[config.mk]
export PLATFORM = sky130hd
export DESIGN_NAME = dmem_arbiter_flat
export DESIGN_NICKNAME = d
export VERILOG_FILES = /design/src/rtl/dmem_arbiter_if.sv /design/src/rtl/dmem_arbiter.sv /design/src/flat_wrapper.sv
export SDC_FILE = /design/constraint.sdc
export NUM_CORES = 1
export LEC_CHECK = 0
export BUFFER_PORTS_ARGS = -buffer_cell sky130_fd_sc_hd__buf_2
export CAP_MARGIN = 25
export CORE_AREA = 5 5 117 119
export DETAILED_ROUTE_END_ITERATION = 8
export DIE_AREA = 0 0 122 124
export SLEW_MARGIN = 20
export SYNTH_ARGS = -nofsm -noshare
export SYNTH_HDL_FRONTEND = slang
export SYNTH_SLANG_ARGS = --single-unit
[constraint.sdc]
create_clock -name i_clk -period 5.1 [get_ports i_clk]
set_input_delay 0.765 -clock i_clk [delete_from_list [all_inputs] [get_ports i_clk]]
set_output_delay 0.765 -clock i_clk [all_outputs]
set_load 0.1 [all_outputs]
[src/rtl/dmem_arbiter_if.sv]
// Bundle of the core load/store, external requester and data-memory signals
// around the data-memory arbiter.
interface dmem_arbiter_if #(
  parameter int AW = 32
);
  logic          core_req;
  logic          core_we;
  logic [AW-1:0] core_addr;
  logic [31:0]   core_wdata;
  logic [2:0]    core_f3;
  logic          core_stall;
  logic [31:0]   core_rdata;
  logic          core_rvalid;

  logic          ext_valid;
  logic          ext_ready;
  logic          ext_we;
  logic [AW-1:0] ext_addr;
  logic [31:0]   ext_wdata;
  logic [2:0]    ext_f3;
  logic [31:0]   ext_rdata;
  logic          ext_rvalid;

  logic          mem_en;
  logic          mem_we;
  logic [AW-1:0] mem_addr;
  logic [31:0]   mem_wdata;
  logic [2:0]    mem_f3;
  logic [31:0]   mem_rdata;

  // Arbiter side.
  modport slave (
    input  core_req, core_we, core_addr, core_wdata, core_f3,
    output core_stall, core_rdata, core_rvalid,
    input  ext_valid, ext_we, ext_addr, ext_wdata, ext_f3,
    output ext_ready, ext_rdata, ext_rvalid,
    output mem_en, mem_we, mem_addr, mem_wdata, mem_f3,
    input  mem_rdata
  );

  // Requesters plus memory model side.
  modport master (
    output core_req, core_we, core_addr, core_wdata, core_f3,
    input  core_stall, core_rdata, core_rvalid,
    output ext_valid, ext_we, ext_addr, ext_wdata, ext_f3,
    input  ext_ready, ext_rdata, ext_rvalid,
    input  mem_en, mem_we, mem_addr, mem_wdata, mem_f3,
    output mem_rdata
  );
endinterface

[src/rtl/dmem_arbiter.sv]
// Round-robin arbiter sharing one data-memory port between the core and an
// external requester; reads are sequenced over LATENCY cycles.
module dmem_arbiter #(
  parameter int AW      = 32,
  parameter int LATENCY = 1
) (
  input  logic          i_clk,
  input  logic          i_rst_n,
  dmem_arbiter_if.slave bus
);
  typedef enum logic [1:0] {IDLE, WAIT_CORE, WAIT_EXT} state_t;

  localparam logic [3:0] CNT_INIT = 4'(LATENCY - 1);

  state_t      r_state;
  logic [3:0]  r_cnt;
  logic        r_last_ext;

  logic          w_idle;
  logic          w_grant_core;
  logic          w_grant_ext;
  logic          w_done;
  logic          w_core_rvalid;
  logic          w_ext_rvalid;
  logic [AW-1:0] w_addr;

  // No issue while reset is held, even though the state already reads IDLE.
  assign w_idle       = (r_state == IDLE) && i_rst_n;
  assign w_grant_core = w_idle && bus.core_req && (!bus.ext_valid || r_last_ext);
  assign w_grant_ext  = w_idle && bus.ext_valid && (!bus.core_req || !r_last_ext);

  assign w_done        = (r_cnt == 4'd0);
  assign w_core_rvalid = (r_state == WAIT_CORE) && w_done;
  assign w_ext_rvalid  = (r_state == WAIT_EXT) && w_done;

  always_comb begin
    w_addr = '0;
    if (w_grant_core)
      w_addr = bus.core_addr;
    else if (w_grant_ext)
      w_addr = bus.ext_addr;
  end

  assign bus.mem_en    = w_grant_core || w_grant_ext;
  assign bus.mem_addr  = w_addr;
  assign bus.mem_we    = w_grant_core ? bus.core_we    : (w_grant_ext ? bus.ext_we    : 1'b0);
  assign bus.mem_wdata = w_grant_core ? bus.core_wdata : (w_grant_ext ? bus.ext_wdata : 32'd0);
  assign bus.mem_f3    = w_grant_core ? bus.core_f3    : (w_grant_ext ? bus.ext_f3    : 3'd0);

  // The core only proceeds on a granted store or on the cycle its load returns.
  assign bus.core_stall  = bus.core_req && !((w_grant_core && bus.core_we) || w_core_rvalid);
  assign bus.core_rvalid = w_core_rvalid;
  assign bus.core_rdata  = w_core_rvalid ? bus.mem_rdata : 32'd0;

  assign bus.ext_ready  = w_grant_ext;
  assign bus.ext_rvalid = w_ext_rvalid;
  assign bus.ext_rdata  = w_ext_rvalid ? bus.mem_rdata : 32'd0;

  always_ff @(posedge i_clk or negedge i_rst_n) begin
    if (!i_rst_n) begin
      r_state    <= IDLE;
      r_cnt      <= 4'd0;
      r_last_ext <= 1'b1;
    end else begin
      case (r_state)
        IDLE: begin
          if (w_grant_core) begin
            r_last_ext <= 1'b0;
            if (!bus.core_we) begin
              r_state <= WAIT_CORE;
              r_cnt   <= CNT_INIT;
            end
          end else if (w_grant_ext) begin
            r_last_ext <= 1'b1;
            if (!bus.ext_we) begin
              r_state <= WAIT_EXT;
              r_cnt   <= CNT_INIT;
            end
          end
        end
        WAIT_CORE, WAIT_EXT: begin
          if (w_done)
            r_state <= IDLE;
          else
            r_cnt <= r_cnt - 4'd1;
        end
        default: begin
          r_state <= IDLE;
          r_cnt   <= 4'd0;
        end
      endcase
    end
  end
endmodule

[src/flat_wrapper.sv]
// flat-port wrapper written by rule: the top's interface ports become plain ports
module dmem_arbiter_flat 
#(
  parameter int AW      = 32,
  parameter int LATENCY = 1
)
  (i_clk, i_rst_n, bus_core_req, bus_core_we, bus_core_addr, bus_core_wdata, bus_core_f3, bus_core_stall, bus_core_rdata, bus_core_rvalid, bus_ext_valid, bus_ext_we, bus_ext_addr, bus_ext_wdata, bus_ext_f3, bus_ext_ready, bus_ext_rdata, bus_ext_rvalid, bus_mem_en, bus_mem_we, bus_mem_addr, bus_mem_wdata, bus_mem_f3, bus_mem_rdata);
  dmem_arbiter_if #(.AW(AW)) bus_i ();
  input  logic i_clk;
  input  logic i_rst_n;
  input wire logic [$bits(bus_i.core_req)-1:0] bus_core_req;
  input wire logic [$bits(bus_i.core_we)-1:0] bus_core_we;
  input wire logic [$bits(bus_i.core_addr)-1:0] bus_core_addr;
  input wire logic [$bits(bus_i.core_wdata)-1:0] bus_core_wdata;
  input wire logic [$bits(bus_i.core_f3)-1:0] bus_core_f3;
  output wire logic [$bits(bus_i.core_stall)-1:0] bus_core_stall;
  output wire logic [$bits(bus_i.core_rdata)-1:0] bus_core_rdata;
  output wire logic [$bits(bus_i.core_rvalid)-1:0] bus_core_rvalid;
  input wire logic [$bits(bus_i.ext_valid)-1:0] bus_ext_valid;
  input wire logic [$bits(bus_i.ext_we)-1:0] bus_ext_we;
  input wire logic [$bits(bus_i.ext_addr)-1:0] bus_ext_addr;
  input wire logic [$bits(bus_i.ext_wdata)-1:0] bus_ext_wdata;
  input wire logic [$bits(bus_i.ext_f3)-1:0] bus_ext_f3;
  output wire logic [$bits(bus_i.ext_ready)-1:0] bus_ext_ready;
  output wire logic [$bits(bus_i.ext_rdata)-1:0] bus_ext_rdata;
  output wire logic [$bits(bus_i.ext_rvalid)-1:0] bus_ext_rvalid;
  output wire logic [$bits(bus_i.mem_en)-1:0] bus_mem_en;
  output wire logic [$bits(bus_i.mem_we)-1:0] bus_mem_we;
  output wire logic [$bits(bus_i.mem_addr)-1:0] bus_mem_addr;
  output wire logic [$bits(bus_i.mem_wdata)-1:0] bus_mem_wdata;
  output wire logic [$bits(bus_i.mem_f3)-1:0] bus_mem_f3;
  input wire logic [$bits(bus_i.mem_rdata)-1:0] bus_mem_rdata;
  assign bus_i.core_req = bus_core_req;
  assign bus_i.core_we = bus_core_we;
  assign bus_i.core_addr = bus_core_addr;
  assign bus_i.core_wdata = bus_core_wdata;
  assign bus_i.core_f3 = bus_core_f3;
  assign bus_core_stall = bus_i.core_stall;
  assign bus_core_rdata = bus_i.core_rdata;
  assign bus_core_rvalid = bus_i.core_rvalid;
  assign bus_i.ext_valid = bus_ext_valid;
  assign bus_i.ext_we = bus_ext_we;
  assign bus_i.ext_addr = bus_ext_addr;
  assign bus_i.ext_wdata = bus_ext_wdata;
  assign bus_i.ext_f3 = bus_ext_f3;
  assign bus_ext_ready = bus_i.ext_ready;
  assign bus_ext_rdata = bus_i.ext_rdata;
  assign bus_ext_rvalid = bus_i.ext_rvalid;
  assign bus_mem_en = bus_i.mem_en;
  assign bus_mem_we = bus_i.mem_we;
  assign bus_mem_addr = bus_i.mem_addr;
  assign bus_mem_wdata = bus_i.mem_wdata;
  assign bus_mem_f3 = bus_i.mem_f3;
  assign bus_i.mem_rdata = bus_mem_rdata;
  dmem_arbiter #(.AW(AW), .LATENCY(LATENCY)) u_core (.i_clk(i_clk), .i_rst_n(i_rst_n), .bus(bus_i));
endmodule
## Word level (Yosys, flattened, before mapping)

Cells that the tools add are included.

| storage, ports and cells | value |
|---|---|
| bits in registers | 7 |
| bits of input ports | 172 |
| output and inout bits | 137 |
| logic and storage cells | 59 |

| operators by class | value |
|---|---|
| add/subtract/negate cells | 1 |
| equal/unequal tests | 7 |
| multiplexer cells | 24 |
| reduce and logical (&&, ||, !) cells | 24 |

Operator list:

| kind | number |
|---|---|
| $mux 32 | 6 |
| $mux 4 | 5 |
| $mux 2 | 5 |
| $logic_and 1x1->1 | 9 |
| $pmux 4 s2 | 1 |
| $reduce_and 4->1 | 2 |
| $mux 3 | 2 |
| $logic_not 1->1 | 4 |
| $logic_not 4->1 | 1 |
| $logic_or 1x1->1 | 4 |
| $mux 1 | 4 |
| $pmux 2 s2 | 1 |
| $sub 4x1->4 const B | 1 |
| $ne 3x1->1 const B | 1 |
| $ne 3x2->1 const B | 1 |
| $ne 3x3->1 const B | 1 |
| $eq 2x1->1 const B | 1 |
| $eq 2x2->1 const B | 1 |
| $logic_not 2->1 | 1 |
| $ne 2x1->1 const B | 1 |
| $ne 2x2->1 const B | 1 |
| $reduce_and 2->1 | 1 |
| $reduce_bool 2->1 | 1 |
| $reduce_or 2->1 | 1 |

## Logic depth before layout (Yosys ltp)

| logic depth | value |
|---|---|
| depth in word-level cells | 8 |
| depth in mapped cells | 7 |
| mapped depth without buffers | 6 |

## Worst setup path before layout

Ideal clock, no wire load.

| timing path | value |
|---|---|
| path type | reg2out |
| start | register u_core.r_cnt[0] |
| end | output port bus_core_stall |
| data arrival time | 3937 ps |
| required time | 4335 ps |
| path slack | 398 ps |
| cell stages (with the launch flop) | 7 |
| buffers on the path | 1 |
| path through | dfrtp_1 -> inv_1 -> ha_1 -> nor3b_2 -> clkbuf_1 -> and2_1 -> a211oi_1 |

| on the way | value |
|---|---|
| longest elaborated chain between the ends | 5 |

RTL lines:

| what | RTL line | RTL |
|---|---|---|
| start: declaration | dmem_arbiter.sv:16 | `logic [3:0] r_cnt;` |
| start signal: assignment | dmem_arbiter.sv:85 | `r_cnt <= r_cnt - 4'd1;` |
| $logic_not 4->1 | dmem_arbiter.sv:32 | `assign w_done = (r_cnt == 4'd0);` |
| $logic_and 1x1->1 | dmem_arbiter.sv:33 | `assign w_core_rvalid = (r_state == WAIT_CORE) && w_done;` |
| named net bus_core_rvalid | flat_wrapper.sv:18 | `output wire logic [$bits(bus_i.core_rvalid)-1:0] bus_core_rvalid;` |
| $logic_or 1x1->1 | dmem_arbiter.sv:51 | `assign bus.core_stall = bus.core_req && !((w_grant_core && bus.core_we) \|\| w_core_rvalid);` |
| $logic_not 1->1 | dmem_arbiter.sv:51 |  |
| $logic_and 1x1->1 | dmem_arbiter.sv:51 |  |
| end: declaration | flat_wrapper.sv:16 | `output wire logic [$bits(bus_i.core_stall)-1:0] bus_core_stall;` |

The timed path passes the listed nets, and every way through them passes these cells.

## Worst setup path after layout

| timing path | value |
|---|---|
| start | register u_core.r_state[1] |
| end | output port bus_mem_addr[4] |

| on the way | value |
|---|---|
| longest elaborated chain between the ends | 6 |
| elaborated cells on any way between the ends | 8 |
| those cells by class | mux: 2; reduce/logical: 6 |

RTL lines:

| what | RTL line | RTL |
|---|---|---|
| start: declaration | dmem_arbiter.sv:15 | `state_t r_state;` |
| start signal: assignment | dmem_arbiter.sv:61 | `r_state <= IDLE;` |
| start signal: assignment | dmem_arbiter.sv:70 | `r_state <= WAIT_CORE;` |
| start signal: assignment | dmem_arbiter.sv:76 | `r_state <= WAIT_EXT;` |
| $logic_not 2->1 * | dmem_arbiter.sv:28 | `assign w_idle = (r_state == IDLE) && i_rst_n;` |
| $logic_and 1x1->1 * | dmem_arbiter.sv:28 |  |
| $logic_and 1x1->1 (2 in a row) | dmem_arbiter.sv:30 | `assign w_grant_ext = w_idle && bus.ext_valid && (!bus.core_req \|\| !r_last_ext);` |
| $mux 32 | dmem_arbiter.sv:40 | `else if (w_grant_ext)` |
| $mux 32 * | dmem_arbiter.sv:38 | `if (w_grant_core)` |
| end: declaration | flat_wrapper.sv:29 | `output wire logic [$bits(bus_i.mem_addr)-1:0] bus_mem_addr;` |

Mark *: on every way between the ends. The rest lies on a longest branch, timed or not.

==> results.yml <==
run_status:
  status: "finished, final reports clean"
floorplan:
  die_w_um: 122
  floorplan.die_area_um2: 15100
  core_region_area_um2: 12500
  design.portCount: 309
  initial_core_util: 0.133
  die_span_y_um: 124
  rows: 41
cells_and_area:
  finish.cell_count_without_fillers: 681
  nNetsFinal: 687
  finalInstanceArea_um2: 3430
  post_route_cells_drive_above_1_share: 0.635
  area_delta_synth_final_pct: 108
  antenna_cells: 0
routing:
  met1Wirelength_mm: 4.22
  route.vias.total: 2975
  initialDrtViolationCount: 121
  met3_length_mm: 1.10
  drt_drc_violations_left: 0
  antenna_left: 0
  viasPerCell: 4.37
  drt_pre_antenna_iters: 4
  dr.max_layer_used: "met4"
  wl_mm: 10.5
  drt-wirelength-per-cell_um: 15.5
  route.met2.wl_mm: 5.10
clocking:
  clock_tree_from_tritoncts: "built"
  total_setup_buffers_inserted_after_cts: 0
  cts_buffer_depth: 2
  holdBufCountCts: 0
  clock_h_tree_levels: 1
  clkTransAtPathRegs_ns: 0.04
  clock_sinks: 7
  root_buffer: "sky130_fd_sc_hd__clkbuf_16"
  cts_repair_resize_count: 0
  numCtsBuffers: 3
  clock_insertion_delay_worst_skew_ns: 0.23
placement:
  placed_cells: 677
  numPortBuffers: 308
  place_congestion: 0.982
  detailed_place.area_um2: 3360
  post-place-ws_ns: 1.64
  place_hpwl_mm: 8.91
yosys:
  ys_ff_latch: 7
  synth_simple_gate_area_share: 0.329
  dominantRegCellSynth: "sky130_fd_sc_hd__dfrtp_1"
  synth_xor_xnor_area_share: 0
  yosys_warnings: 0
  post_synth.cell_area_avg_um2: 7.51
  post_synthesis_cell_type_count: 33
  yosys.area_share.adder: 0.0379
  syn_nets: 397
  synth_top_family_by_area: "compound AO/OA/AOI/OAI gates"
  syn_area_um2: 1650
  post_synth_mux_area_share: 0
  count_of_flip_flops_with_a_built_in_enable_after_synthesis: 0
  part_of_the_yosys_area_used_for_sequential_elements: 0.107
  synth_compound_gate_area_share: 0.445
  ys_async_sr_fraction: 1.00
  synthCells: 220
power_and_ir_drop:
  fin_total_pwr_mw: 2.42
  power.leakage_nw: 2.31
  cellPowerDensity_nw_per_um2: 703
  vdd.ir_drop.worst_mv: 0.312
critical_path:
  reg2reg_slack_ns: 3.07
  worstSetupEndpointType: "output port"
  crit_path_max_fanout: 33
  timing.critical_path.arrival_ns: 2.76
  critPathLaunchType: "register"
  critical_path_class: "reg -> out"
  timing.critical_path.cells: "inv_1 > ha_1 > nand2_1 > nor2_4 > buf_4 > a22o_1 > buf_2"
  slowest_stage: "sky130_fd_sc_hd__nor2_4"
  worst-endpoint-required_ns: 4.34
  critPathMaxStageDelay_ns: 0.47
global_route:
  antenna_found_initial: 0
  grt_pass1_wl_mm: 14.7
  overflow: 0
  grt_start_max_net_pins: 71
  first_global_vias: 2821
  grtUsageTotal: 0.120
worst_hold_path:
  holdCritPathClass: "in -> async"
sta:
  maxSlewViolCount: 0
  finalCriticalPeriod_ns: 3.53
  rsz0062_at_grt: "no"
  worst_slack_ns: 1.57
  finalSetupViolCount: 0
  relSlewSlack: 0.419
  tightest_slew_ns: 0.872
  maxClockFrequency_mhz: 283
  totalNegativeSetupSlack_ns: 0
  clock-skew-final_ns: 0.00160
  fin_crit_sh: 0.692
  timing_hold_violations_final: 0
flow_run:
  max_cap_violations: 0
==> cell usage in the layout (no fill, tap or decap), drive strengths merged, types with 3 or more instances in the layout <==
cell,Yosys,routed
nor2,4,4
buf,3,312
and3,64,64
nand3,4,4
and2,3,3
ha,5,5
nor3,4,4
clkbuf,24,4
a22o,68,68
o21ai,3,3
dfrtp,6,6
o22ai,3,3
inv,8,8
==> metal layers <==
layer | up-vias | track usage
li1 | 1455 | -
met1 | 1333 | 0.154
met2 | 177 | 0.211
met3 | 10 | 0.0259
met4 | 0 | 0.0203
met5 | - | 0
==> synth_stat cells (2+ instances only) <==
cell,count,share of area
sky130_fd_sc_hd__a22o_1,68,0.36
sky130_fd_sc_hd__and2_1,3,0.011
sky130_fd_sc_hd__and3_1,64,0.24
sky130_fd_sc_hd__buf_2,3,0.0091
sky130_fd_sc_hd__clkbuf_1,24,0.055
sky130_fd_sc_hd__dfrtp_1,6,0.091
sky130_fd_sc_hd__ha_1,5,0.038
sky130_fd_sc_hd__inv_1,8,0.018
sky130_fd_sc_hd__nand2_1,2,0.0045
sky130_fd_sc_hd__nand2b_1,2,0.0076
sky130_fd_sc_hd__nand3_1,3,0.0091
sky130_fd_sc_hd__nor2_1,4,0.0091
sky130_fd_sc_hd__nor3_1,4,0.012
sky130_fd_sc_hd__o21ai_0,2,0.0061
sky130_fd_sc_hd__o22ai_1,3,0.011
sky130_fd_sc_hd__o2bb2ai_1,2,0.011
==> final timing paths <==
kind                            cells after the start              start                end
worst max-delay path                                7  u_core.r_state[1]    bus_mem_addr[4]
worst min-delay path                                1            i_rst_n    u_core.r_cnt[3]
worst max register to register                      7  u_core.r_state[1]  u_core.r_state[0]
worst min register to register                      2  u_core.r_state[0]  u_core.r_state[0]
max in group asynchronous                           1            i_rst_n  u_core.r_last_ext
min in group i_clk                                  2  u_core.r_state[0]  u_core.r_state[0]
==> final cells by class <==
class,instances,area (um2)
Multi-Input combinational cell,178,1360
Tap cell,172,215
Fill cell,1391,9030
Clock buffer,4,78.8
Timing Repair Buffer,312,1570
Inverter,8,30.0
Sequential cell,7,176
==> cell families after synthesis <==
group | Yosys count
AOI/OAI and AO/OA | 85
adders and majority gates | 5
buffers and inverters | 35
DFF | 7
and+or+nand+nor | 88
==> where the power goes <==
part / internal [mW] / leakage, nW / switching, mW
clock network: 0.104 / 0.0382 / 0.0283
logic: 0.346 / 2.18 / 1.86
registers: 0.0684 / 0.0929 / 0.00702
total: 0.518 / 2.31 / 1.90
==> metrics by stage <==
stage / util / hold WS [ns]
5_1_grt: 0.276 / 0.410
2_1_floorplan: - / 0.469
3_3_place_gp: 0.269 / 0.539
3_5_place_dp: 0.269 / 0.552
6_report: 0.276 / 0.396
4_1_cts: 0.276 / 0.395
==> state kept, by name, summed over array words and instances, names as in the netlist <==
signal / cells
u_core.r_cnt: 4
u_core.r_last_ext: 1
u_core.r_state: 2
==> critical path: cells and delay by family, from the launching register on <==
family                     cells  cell delay [ns]
AOI/OAI and AO/OA              1             0.22
and+or+nand+nor                2             0.62
DFF                            1             0.38
buffers and inverters          3             0.98
adders and majority gates      1             0.30
Power figures use the tool's default switching activity.
